<file path="src/rtl/axi_cmd_master.sv">
// axi_cmd_master: one-outstanding simple-command to AXI3 INCR burst master (AW/W/B and AR/R sequenced by one FSM).
// Define AXI_CMD_MASTER_PERF_EN to add W/R beat counters and a busy-cycle counter.
module axi_cmd_master #(
    parameter int unsigned ADDR_W = 32,
    parameter int unsigned DATA_W = 32,
    parameter int unsigned ID_W   = 4
) (
    input  logic                  clk,
    input  logic                  reset,
    input  logic                  cmd_valid,
    output logic                  cmd_ready,
    input  logic                  cmd_write,
    input  logic [ADDR_W-1:0]     cmd_addr,
    input  logic [3:0]            cmd_len,
    input  logic [ID_W-1:0]       cmd_id,
    input  logic                  wd_valid,
    output logic                  wd_ready,
    input  logic [DATA_W-1:0]     wd_data,
    output logic                  rd_valid,
    input  logic                  rd_ready,
    output logic [DATA_W-1:0]     rd_data,
    output logic                  rd_last,
    output logic                  done_valid,
    output logic [1:0]            done_resp,
    output logic                  done_err,
`ifdef AXI_CMD_MASTER_PERF_EN
    output logic [31:0]           wr_beat_cnt,
    output logic [31:0]           rd_beat_cnt,
    output logic [31:0]           busy_cnt,
`endif
    output logic [ADDR_W-1:0]     AWADDR,
    output logic [ID_W-1:0]       AWID,
    output logic [3:0]            AWLEN,
    output logic [2:0]            AWSIZE,
    output logic [1:0]            AWBURST,
    output logic [3:0]            AWCACHE,
    output logic [2:0]            AWPROT,
    output logic [1:0]            AWLOCK,
    output logic                  AWVALID,
    input  logic                  AWREADY,
    output logic [DATA_W-1:0]     WDATA,
    output logic [ID_W-1:0]       WID,
    output logic [DATA_W/8-1:0]   WSTRB,
    output logic                  WLAST,
    output logic                  WVALID,
    input  logic                  WREADY,
    input  logic [1:0]            BRESP,
    input  logic [ID_W-1:0]       BID,
    input  logic                  BVALID,
    output logic                  BREADY,
    output logic [ADDR_W-1:0]     ARADDR,
    output logic [ID_W-1:0]       ARID,
    output logic [3:0]            ARLEN,
    output logic [2:0]            ARSIZE,
    output logic [1:0]            ARBURST,
    output logic [3:0]            ARCACHE,
    output logic [2:0]            ARPROT,
    output logic [1:0]            ARLOCK,
    output logic                  ARVALID,
    input  logic                  ARREADY,
    input  logic [DATA_W-1:0]     RDATA,
    input  logic [ID_W-1:0]       RID,
    input  logic [1:0]            RRESP,
    input  logic                  RLAST,
    input  logic                  RVALID,
    output logic                  RREADY
);

    localparam int unsigned STRB_W = DATA_W / 8;
    localparam logic [2:0]  AXSIZE = 3'($clog2(STRB_W));

    typedef enum logic [2:0] {
        ST_IDLE,
        ST_AW,
        ST_W,
        ST_B,
        ST_AR,
        ST_R
    } state_e;

    state_e              state_q, state_d;
    logic [ADDR_W-1:0]   addr_q, addr_d;
    logic [3:0]          len_q, len_d;
    logic [ID_W-1:0]     id_q, id_d;
    logic [3:0]          beat_q, beat_d;
    logic [1:0]          resp_q, resp_d;
    logic                err_q, err_d;
    logic                cmd_ready_q, cmd_ready_d;
    logic                awvalid_q, awvalid_d;
    logic                arvalid_q, arvalid_d;
    logic                bready_q, bready_d;
    logic                done_valid_q, done_valid_d;
    logic [1:0]          done_resp_q, done_resp_d;
    logic                done_err_q, done_err_d;

    logic                st_w, st_r;
    logic                cmd_hs, aw_hs, ar_hs, w_hs, b_hs, r_hs;
    logic                beat_is_last;
    logic                r_beat_err;
    logic [1:0]          r_resp_max;

    assign st_w         = (state_q == ST_W);
    assign st_r         = (state_q == ST_R);
    assign cmd_hs       = cmd_ready_q & cmd_valid;
    assign aw_hs        = awvalid_q & AWREADY;
    assign ar_hs        = arvalid_q & ARREADY;
    assign w_hs         = st_w & wd_valid & WREADY;
    assign b_hs         = bready_q & BVALID;
    assign r_hs         = st_r & RVALID & rd_ready;
    assign beat_is_last = (beat_q == len_q);
    // RLAST must coincide exactly with the final expected beat, and every RID must match.
    assign r_beat_err   = (RID != id_q) | (RLAST != beat_is_last);
    assign r_resp_max   = (RRESP > resp_q) ? RRESP : resp_q;

    // Next-state and registered-output logic.
    always_comb begin
        state_d      = state_q;
        addr_d       = addr_q;
        len_d        = len_q;
        id_d         = id_q;
        beat_d       = beat_q;
        resp_d       = resp_q;
        err_d        = err_q;
        done_valid_d = 1'b0;
        done_resp_d  = done_resp_q;
        done_err_d   = done_err_q;

        case (state_q)
            ST_IDLE: begin
                if (cmd_hs) begin
                    addr_d  = cmd_addr;
                    len_d   = cmd_len;
                    id_d    = cmd_id;
                    beat_d  = 4'd0;
                    resp_d  = 2'd0;
                    err_d   = 1'b0;
                    state_d = cmd_write ? ST_AW : ST_AR;
                end
            end
            ST_AW: begin
                if (aw_hs) begin
                    state_d = ST_W;
                end
            end
            ST_W: begin
                if (w_hs) begin
                    if (beat_is_last) begin
                        beat_d  = 4'd0;
                        state_d = ST_B;
                    end else begin
                        beat_d = beat_q + 4'd1;
                    end
                end
            end
            ST_B: begin
                if (b_hs) begin
                    done_valid_d = 1'b1;
                    done_resp_d  = BRESP;
                    done_err_d   = (BID != id_q);
                    state_d      = ST_IDLE;
                end
            end
            ST_AR: begin
                if (ar_hs) begin
                    state_d = ST_R;
                end
            end
            ST_R: begin
                if (r_hs) begin
                    resp_d = r_resp_max;
                    err_d  = err_q | r_beat_err;
                    // A missing RLAST still ends the burst on the final beat, so the counter never wraps.
                    if (RLAST || beat_is_last) begin
                        done_valid_d = 1'b1;
                        done_resp_d  = r_resp_max;
                        done_err_d   = err_q | r_beat_err;
                        beat_d       = 4'd0;
                        state_d      = ST_IDLE;
                    end else begin
                        beat_d = beat_q + 4'd1;
                    end
                end
            end
            default: begin
                state_d = ST_IDLE;
            end
        endcase

        cmd_ready_d = (state_d == ST_IDLE);
        awvalid_d   = (state_d == ST_AW);
        arvalid_d   = (state_d == ST_AR);
        bready_d    = (state_d == ST_B);
    end

    always_ff @(posedge clk or negedge reset) begin
        if (!reset) begin
            state_q      <= ST_IDLE;
            addr_q       <= '0;
            len_q        <= '0;
            id_q         <= '0;
            beat_q       <= '0;
            resp_q       <= '0;
            err_q        <= 1'b0;
            cmd_ready_q  <= 1'b0;
            awvalid_q    <= 1'b0;
            arvalid_q    <= 1'b0;
            bready_q     <= 1'b0;
            done_valid_q <= 1'b0;
            done_resp_q  <= '0;
            done_err_q   <= 1'b0;
        end else begin
            state_q      <= state_d;
            addr_q       <= addr_d;
            len_q        <= len_d;
            id_q         <= id_d;
            beat_q       <= beat_d;
            resp_q       <= resp_d;
            err_q        <= err_d;
            cmd_ready_q  <= cmd_ready_d;
            awvalid_q    <= awvalid_d;
            arvalid_q    <= arvalid_d;
            bready_q     <= bready_d;
            done_valid_q <= done_valid_d;
            done_resp_q  <= done_resp_d;
            done_err_q   <= done_err_d;
        end
    end

`ifdef AXI_CMD_MASTER_PERF_EN
    logic [31:0] wr_cnt_q, wr_cnt_d;
    logic [31:0] rd_cnt_q, rd_cnt_d;
    logic [31:0] busy_q, busy_d;

    // Saturating performance counters.
    always_comb begin
        wr_cnt_d = wr_cnt_q;
        rd_cnt_d = rd_cnt_q;
        busy_d   = busy_q;
        if (w_hs && (wr_cnt_q != 32'hFFFF_FFFF)) begin
            wr_cnt_d = wr_cnt_q + 32'd1;
        end
        if (r_hs && (rd_cnt_q != 32'hFFFF_FFFF)) begin
            rd_cnt_d = rd_cnt_q + 32'd1;
        end
        if ((state_q != ST_IDLE) && (busy_q != 32'hFFFF_FFFF)) begin
            busy_d = busy_q + 32'd1;
        end
    end

    always_ff @(posedge clk or negedge reset) begin
        if (!reset) begin
            wr_cnt_q <= '0;
            rd_cnt_q <= '0;
            busy_q   <= '0;
        end else begin
            wr_cnt_q <= wr_cnt_d;
            rd_cnt_q <= rd_cnt_d;
            busy_q   <= busy_d;
        end
    end

    assign wr_beat_cnt = wr_cnt_q;
    assign rd_beat_cnt = rd_cnt_q;
    assign busy_cnt    = busy_q;
`endif

    assign cmd_ready  = cmd_ready_q;
    assign done_valid = done_valid_q;
    assign done_resp  = done_resp_q;
    assign done_err   = done_err_q;

    // Address channels: payload is only driven while the request is pending.
    assign AWVALID = awvalid_q;
    assign AWADDR  = awvalid_q ? addr_q : '0;
    assign AWID    = awvalid_q ? id_q : '0;
    assign AWLEN   = awvalid_q ? len_q : '0;
    assign AWSIZE  = AXSIZE;
    assign AWBURST = 2'b01;
    assign AWCACHE = 4'd0;
    assign AWPROT  = 3'd0;
    assign AWLOCK  = 2'd0;

    assign ARVALID = arvalid_q;
    assign ARADDR  = arvalid_q ? addr_q : '0;
    assign ARID    = arvalid_q ? id_q : '0;
    assign ARLEN   = arvalid_q ? len_q : '0;
    assign ARSIZE  = AXSIZE;
    assign ARBURST = 2'b01;
    assign ARCACHE = 4'd0;
    assign ARPROT  = 3'd0;
    assign ARLOCK  = 2'd0;

    // Write data streams straight through while in the W phase.
    assign WVALID   = st_w & wd_valid;
    assign wd_ready = st_w & WREADY;
    assign WDATA    = st_w ? wd_data : '0;
    assign WID      = st_w ? id_q : '0;
    assign WSTRB    = {STRB_W{1'b1}};
    assign WLAST    = st_w & beat_is_last;
    assign BREADY   = bready_q;

    // Read data streams straight through while in the R phase.
    assign RREADY   = st_r & rd_ready;
    assign rd_valid = st_r & RVALID;
    assign rd_data  = st_r ? RDATA : '0;
    assign rd_last  = st_r & RLAST;

endmodule
</file>
<file path="config.mk">
export PLATFORM = sky130hd
export DESIGN_NAME = axi_cmd_master
export DESIGN_NICKNAME = d
export VERILOG_FILES = /design/src/rtl/axi_cmd_master.sv
export SDC_FILE = /design/constraint.sdc
export NUM_CORES = 1
export LEC_CHECK = 0
export CORE_AREA = 2 2 126 128
export CTS_CLUSTER_DIAMETER = 150
export DETAILED_ROUTE_END_ITERATION = 12
export DIE_AREA = 0 0 128 130
export GPL_TIMING_DRIVEN = 0
export PLACE_DENSITY = 0.74
export SYNTH_ARGS = -nofsm -noshare
export SYNTH_HDL_FRONTEND = slang
export SYNTH_SLANG_ARGS = --single-unit
</file>
<file path="constraint.sdc">
create_clock -name clk -period 4.69 [get_ports clk]
set_input_delay 0.938 -clock clk [delete_from_list [all_inputs] [get_ports clk]]
set_output_delay 0.938 -clock clk [all_outputs]
set_load 0.03 [all_outputs]
</file>
### After elaboration in Yosys (flattened, before gate mapping)

Cells that the tools add are included.

| operators by class | value |
|---|---|
| equality and inequality tests | 17 |
| $lt $le $gt $ge | 1 |
| reductions and logical operators | 10 |
| add/subtract/negate cells | 1 |
| bitwise gates (word level) | 14 |
| mux-type cells | 44 |

Operators by type and width:

| operator | number |
|---|---|
| $mux 32 | 4 |
| $mux 4 | 10 |
| $mux 3 | 9 |
| $pmux 3 s6 | 1 |
| $and 1x1->1 | 12 |
| $mux 2 | 6 |
| $pmux 4 s3 | 1 |
| $eq 3x2->1 const B | 3 |
| $eq 3x3->1 const B | 3 |
| $mux 1 | 8 |
| $ne 4x4->1 | 2 |
| $pmux 2 s2 | 2 |
| $reduce_and 4->1 | 2 |
| $eq 3x1->1 const B | 2 |
| $logic_not 3->1 | 2 |
| $ne 2x1->1 const B | 3 |
| $pmux 1 s2 | 3 |
| $add 4x1->4 const B | 1 |
| $eq 4x4->1 | 1 |
| $ne 2x2->1 const B | 2 |
| $reduce_bool 2->1 | 2 |
| $reduce_and 3->1 | 1 |
| $reduce_bool 3->1 | 1 |
| $gt 2x2->1 | 1 |
| 4 further kinds | 5 |

| word-level totals | value |
|---|---|
| word-level logic and storage cells | 101 |
| output and inout bits | 194 |
| flip-flop bits (word level) | 58 |
| bits of input ports | 128 |

### Logic depth before layout (Yosys ltp)

| logic depth | value |
|---|---|
| depth after elaboration | 7 |
| mapped depth | 8 |
| depth with buffers taken out | 7 |

### Worst setup path before layout

No wires, ideal clock.

| timing | value |
|---|---|
| path kind | reg-to-output |
| from | register state_q[0] |
| to | output WDATA[26] |
| stages on the path, launching flop included | 6 |
| arrival | 1.519 ns |
| setup slack | 2.233 ns |
| cells stage by stage | dfrtp_1 > buf_6 > nor3b_4 > clkbuf_1 > clkbuf_1 > and2_1 |

| between the ends | value |
|---|---|
| cells in the longest elaborated chain, start to end | 2 |

Ends and longest elaborated chain:

| item | RTL line | text |
|---|---|---|
| start: declaration | 81 | `state_e state_q, state_d;` |
| start signal: assignment | 212 | `state_q <= state_d;` |
| $eq 3x2->1 | 102 | `assign st_w = (state_q == ST_W);` |
| $mux 32 | 296 | `assign WDATA = st_w ? wd_data : '0;` |
| end: declaration | 41 | `output logic [DATA_W-1:0] WDATA,` |

Every way passes these cells.

### Worst setup path in the final report

Same ends and word-level chain as after synthesis.

==> key figures <==
Logic synthesis
  • Post-synth top area cell: sky130_fd_sc_hd__dfrtp_1
  • Compound-cell area share of the yosys netlist: under 10%
  • Number of standard cells after synthesis: about 500
  • Number of distinct library cells after synthesis: between 40 and 50
  • Synth top area share: between 30% and 40%
  • Fraction of the yosys area taken by sequential cells: between 30% and 40%
  • Top-count cell post-synth: sky130_fd_sc_hd__and2_1
  • Async set-reset flop share out of synthesis: between 90% and 100%
  • Post-synthesis share of cell area spent on and, or, nand and nor gates: between 40% and 50%
  • Count of flip-flops with a built-in enable after synthesis: 0
  • Synthesized-area fraction occupied by xor and xnor cells: around 2.8%
  • Most used flip-flop cell after synthesis: sky130_fd_sc_hd__dfrtp_1
  • Synthesized flop and latch total: 58
  • Adder-cell area share of the yosys netlist: 1.552%
  • Post-synth design cell area: approximately 0.0040 sq mm
  • Yosys synthesis warning count: 0
  • Dominant combinational cell family by area after synthesis: simple AND/OR/NAND/NOR gates
  • Avg Inst Size Synth: ~8 sq um
  • List of most frequent post-synthesis cells: sky130_fd_sc_hd__and2_1 (153), sky130_fd_sc_hd__nand2_1 (125), sky130_fd_sc_hd__dfrtp_1 (58)
  • Biggest area contributors in the synthesized netlist: sky130_fd_sc_hd__dfrtp_1 (36%), sky130_fd_sc_hd__and2_1 (24%), sky130_fd_sc_hd__nand2_1 (12%)
  • Post-synthesis mux area share: 0.5588%

Placed design
  • Final Wtd Congestion: ~0.78
  • Port Buf Inserts: ~290
  • Post-Place Worst Slack: 1.184 ns
  • Post-DP HPWL: 12180 microns

Die
  • Chip width: approximately 130 microns
  • Top-level port count: around 320
  • Effective utilization at floorplan: 26.13%
  • DIE AREA: approximately 0.017 sq mm
  • Die height: around 130 microns
  • Core footprint: 0.01542 sq mm
  • Number of rows in the core area: 46

Detailed routing
  • WL/cell: approximately 14 microns
  • Detailed Route WL: about 15000 microns
  • Number of design rule violations left after detail routing: 0
  • Total via count in the routed design: ~4300
  • Ratio of routed vias to standard cells: around 4.2
  • Post-route antenna net violation count: 0
  • DR pass1 iterations: 4
  • Number of DRC markers after the initial detailed-route iteration: 200

CTS
  • Worst-Skew Late Latency: between 0.3 and 0.4 ns
  • Post-cts hold buffer count: 0
  • TritonCTS clock tree: done
  • Buffer depth of the longest clock path: 2
  • Clk sinks: just under 60
  • H-tree depth reported by CTS: 3
  • Postcts setup bufs: 0
  • Number of buffers created by CTS: 9
  • Resize count post-CTS: 0
  • Clock-pin slew reported for the worst setup and hold paths after clock tree synthesis: about 0.050 ns
  • CTS root buf: sky130_fd_sc_hd__clkbuf_16

Power and ir drop
  • Net switching power: roughly 1.6 mW
  • Reported leakage power: roughly 3.3 nW
  • Cell-internal power: about 2.1 mW
  • Peak supply drop: 0.2594 mV
  • Register share of total power: between 20% and 30%
  • Switching share of total power: between 40% and 50%
  • Clk pwr share: between 10% and 20%
  • Part of the power in combinational logic: 57.1%
  • Power per Cell Area: a little under 500 mW/mm^2

Setup path
  • Register-to-register setup slack: around 2.1 ns
  • Worst EP arrival: 2.83 ns
  • Library cell contributing the largest single delay on the critical path: sky130_fd_sc_hd__clkdlybuf4s50_1
  • Cell repeated most along the worst path: sky130_fd_sc_hd__clkbuf_1
  • Critical path type: register to output port
  • Cell type group with the largest total delay on the critical path: buffers and inverters
  • CP max stage delay: 0.68 ns
  • Required @ worst endpoint: about 3.8 ns
  • Critical-path cell list: buf_6 -> nor3b_4 -> clkbuf_1 -> clkbuf_1 -> and2_1 -> clkdlybuf4s50_1
  • Peak fanout along the critical path: 10
  • Sort of element at the end of the critical path: output port
  • Element type at the critical path start: register
  • Number of buffers and inverters on the critical path: 4

STA
  • Fin. Hold Viols: 0
  • Max-slew violation count: 0
  • Final setup violation count: 0
  • Minimum period implied by the final worst setup slack: between 3 and 4 ns
  • Highest attainable clock frequency: 0.2656 GHz
  • Setup repair after global routing missed its margin: false
  • Worst setup slack after layout: around 0.9 ns
  • Headroom to the max-slew limit: between 50 and 60%
  • Final clock skew: 0.007970 ns
  • Worst Max-Slew Pin Slew: ~0.61 ns
  • Final period util: 80.29%
  • Post-Route Setup TNS: 0 ns

Global routing
  • Global Route Usage Sum: between 10% and 20%
  • Global-route congestion overflow total: 0
  • Initial antenna violation count: 1
  • Vias in the first global route: between 3000 and 4000
  • First-pass GRT wire length: ~22000 microns
  • Pin count of the biggest net entering global routing: 35

Finish
  • Post-synthesis to final-layout area growth: 88.51%
  • Final #Nets: slightly below 1000
  • Antenna cell count: 0
  • Proportion of layout cells with a drive suffix above 1: 8.711%
  • Fill cell instance count of the final layout: 1503

Worst hold path
  • Path type of the worst min-delay path: register to register

Outcome
  • Result of the run: complete, no violations

Flow run
  • Count of max-cap constraint violations: 0
-- final cells by class --
cell class | count | area, sq um | share of cell area [%]
clock inverter | 4 | 50.05 | 0.6588
timing repair buffer | 290 | 2908 | 38.27
buffer | 62 | 375.4 | 4.941
inverter | 11 | 41.29 | 0.5435
clock buffer | 12 | 256.5 | 3.376
sequential | 58 | 1451 | 19.10
multi-input combinational | 401 | 2275 | 29.94
tap | 192 | 240.2 | 3.162
-- power by group through the flow --
stage | clock [mW] | sequential [mW] | combinational [mW]
2_1_floorplan | 0 | 0.894 | 1.27
3_3_place_gp | 0 | 0.929 | 2.10
3_5_place_dp | 0 | 0.932 | 2.13
4_1_cts | 0.685 | 0.929 | 2.14
5_1_grt | 0.707 | 0.962 | 2.29
6_report | 0.663 | 0.923 | 2.11
-- kinds of logic after synthesis --
kind of cell    Yosys count
flops                    58
buf+inv                  73
compound gates           29
xor+xnor                 13
mux                       2
other cells               2
fa+ha+maj                 5
simple gates            320
-- worst register-to-register path, delay by kind of cell, from the launching register on --
kind | cells | cell delay, ns
simple gates | 3 | 0.67
flops | 1 | 0.43
mux | 1 | 0.36
xor+xnor | 1 | 0.33
fa+ha+maj | 1 | 0.27
compound gates | 1 | 0.20
buf+inv | 1 | 0.20
-- per-layer routing --
| metal | vias to the layer above | GRT usage, % | wire length (microns) |
|---|---|---|---|
| met3 | 12 | 4.756 | 1055 |
| li1 | 2174 | - | - |
| met4 | 2 | 2.650 | 121 |
| met2 | 159 | 27.56 | 7016 |
| met1 | 1955 | 23.35 | 6698 |
| met5 | - | 0 | 13 |
-- flip-flops by register name, indices dropped and copies added (netlist names), 2 cells and up --
register / count
state_q: 3
done_resp: 2
resp_q: 2
len_q: 4
beat_q: 4
id_q: 4
addr_q: 32
-- cell usage in the layout, fill, tap and decap left out, types with 3 or more instances in the layout --
cell type,synthesis,routed
sky130_fd_sc_hd__nor2_1,6,6
sky130_fd_sc_hd__nand4_1,3,3
sky130_fd_sc_hd__o21ai_0,8,8
sky130_fd_sc_hd__inv_1,11,11
sky130_fd_sc_hd__or3_1,3,3
sky130_fd_sc_hd__clkdlybuf4s50_1,0,288
sky130_fd_sc_hd__nor2b_1,3,3
sky130_fd_sc_hd__clkbuf_1,24,25
sky130_fd_sc_hd__dfrtp_1,58,58
sky130_fd_sc_hd__o22ai_1,3,3
sky130_fd_sc_hd__nor3_1,3,3
sky130_fd_sc_hd__buf_2,3,4
sky130_fd_sc_hd__clkbuf_16,0,9
sky130_fd_sc_hd__xnor2_1,12,12
sky130_fd_sc_hd__nand2_1,125,125
sky130_fd_sc_hd__conb_1,2,32
sky130_fd_sc_hd__and2_1,153,153
sky130_fd_sc_hd__buf_4,33,33
sky130_fd_sc_hd__ha_1,5,5
sky130_fd_sc_hd__nand3_1,8,8
-- path summary, 6_finish.rpt --
kind                                        startpoint                  endpoint  depth (start not counted)
max in group asynchronous                        reset     addr_q[8]$_DFFE_PN0P_                          2
min in group asynchronous                        reset     addr_q[2]$_DFFE_PN0P_                          1
worst min register to register  addr_q[18]$_DFFE_PN0P_    addr_q[18]$_DFFE_PN0P_                          2
worst max-delay path              state_q[0]$_DFF_PN0_                 WDATA[26]                          6
worst min-delay path            addr_q[18]$_DFFE_PN0P_    addr_q[18]$_DFFE_PN0P_                          2
worst max register to register    len_q[1]$_DFFE_PN0P_  done_resp[1]$_DFFE_PN0P_                          8
-- stage by stage --
step	utilization (%)	std cells	hold slack, ns	instance area (sq um)	total power, mW
floorplan	-	532	0.4524	4143	2.164
global placement	47.17	1013	0.4681	7276	3.034
global route	49.25	1030	0.5001	7597	3.960
finish	49.25	1030	0.4844	7597	3.698
CTS	49.25	1030	0.4866	7597	3.750
detailed placement	47.27	1014	0.4728	7291	3.062
No activity file was read; power rests on OpenSTA's default activity.
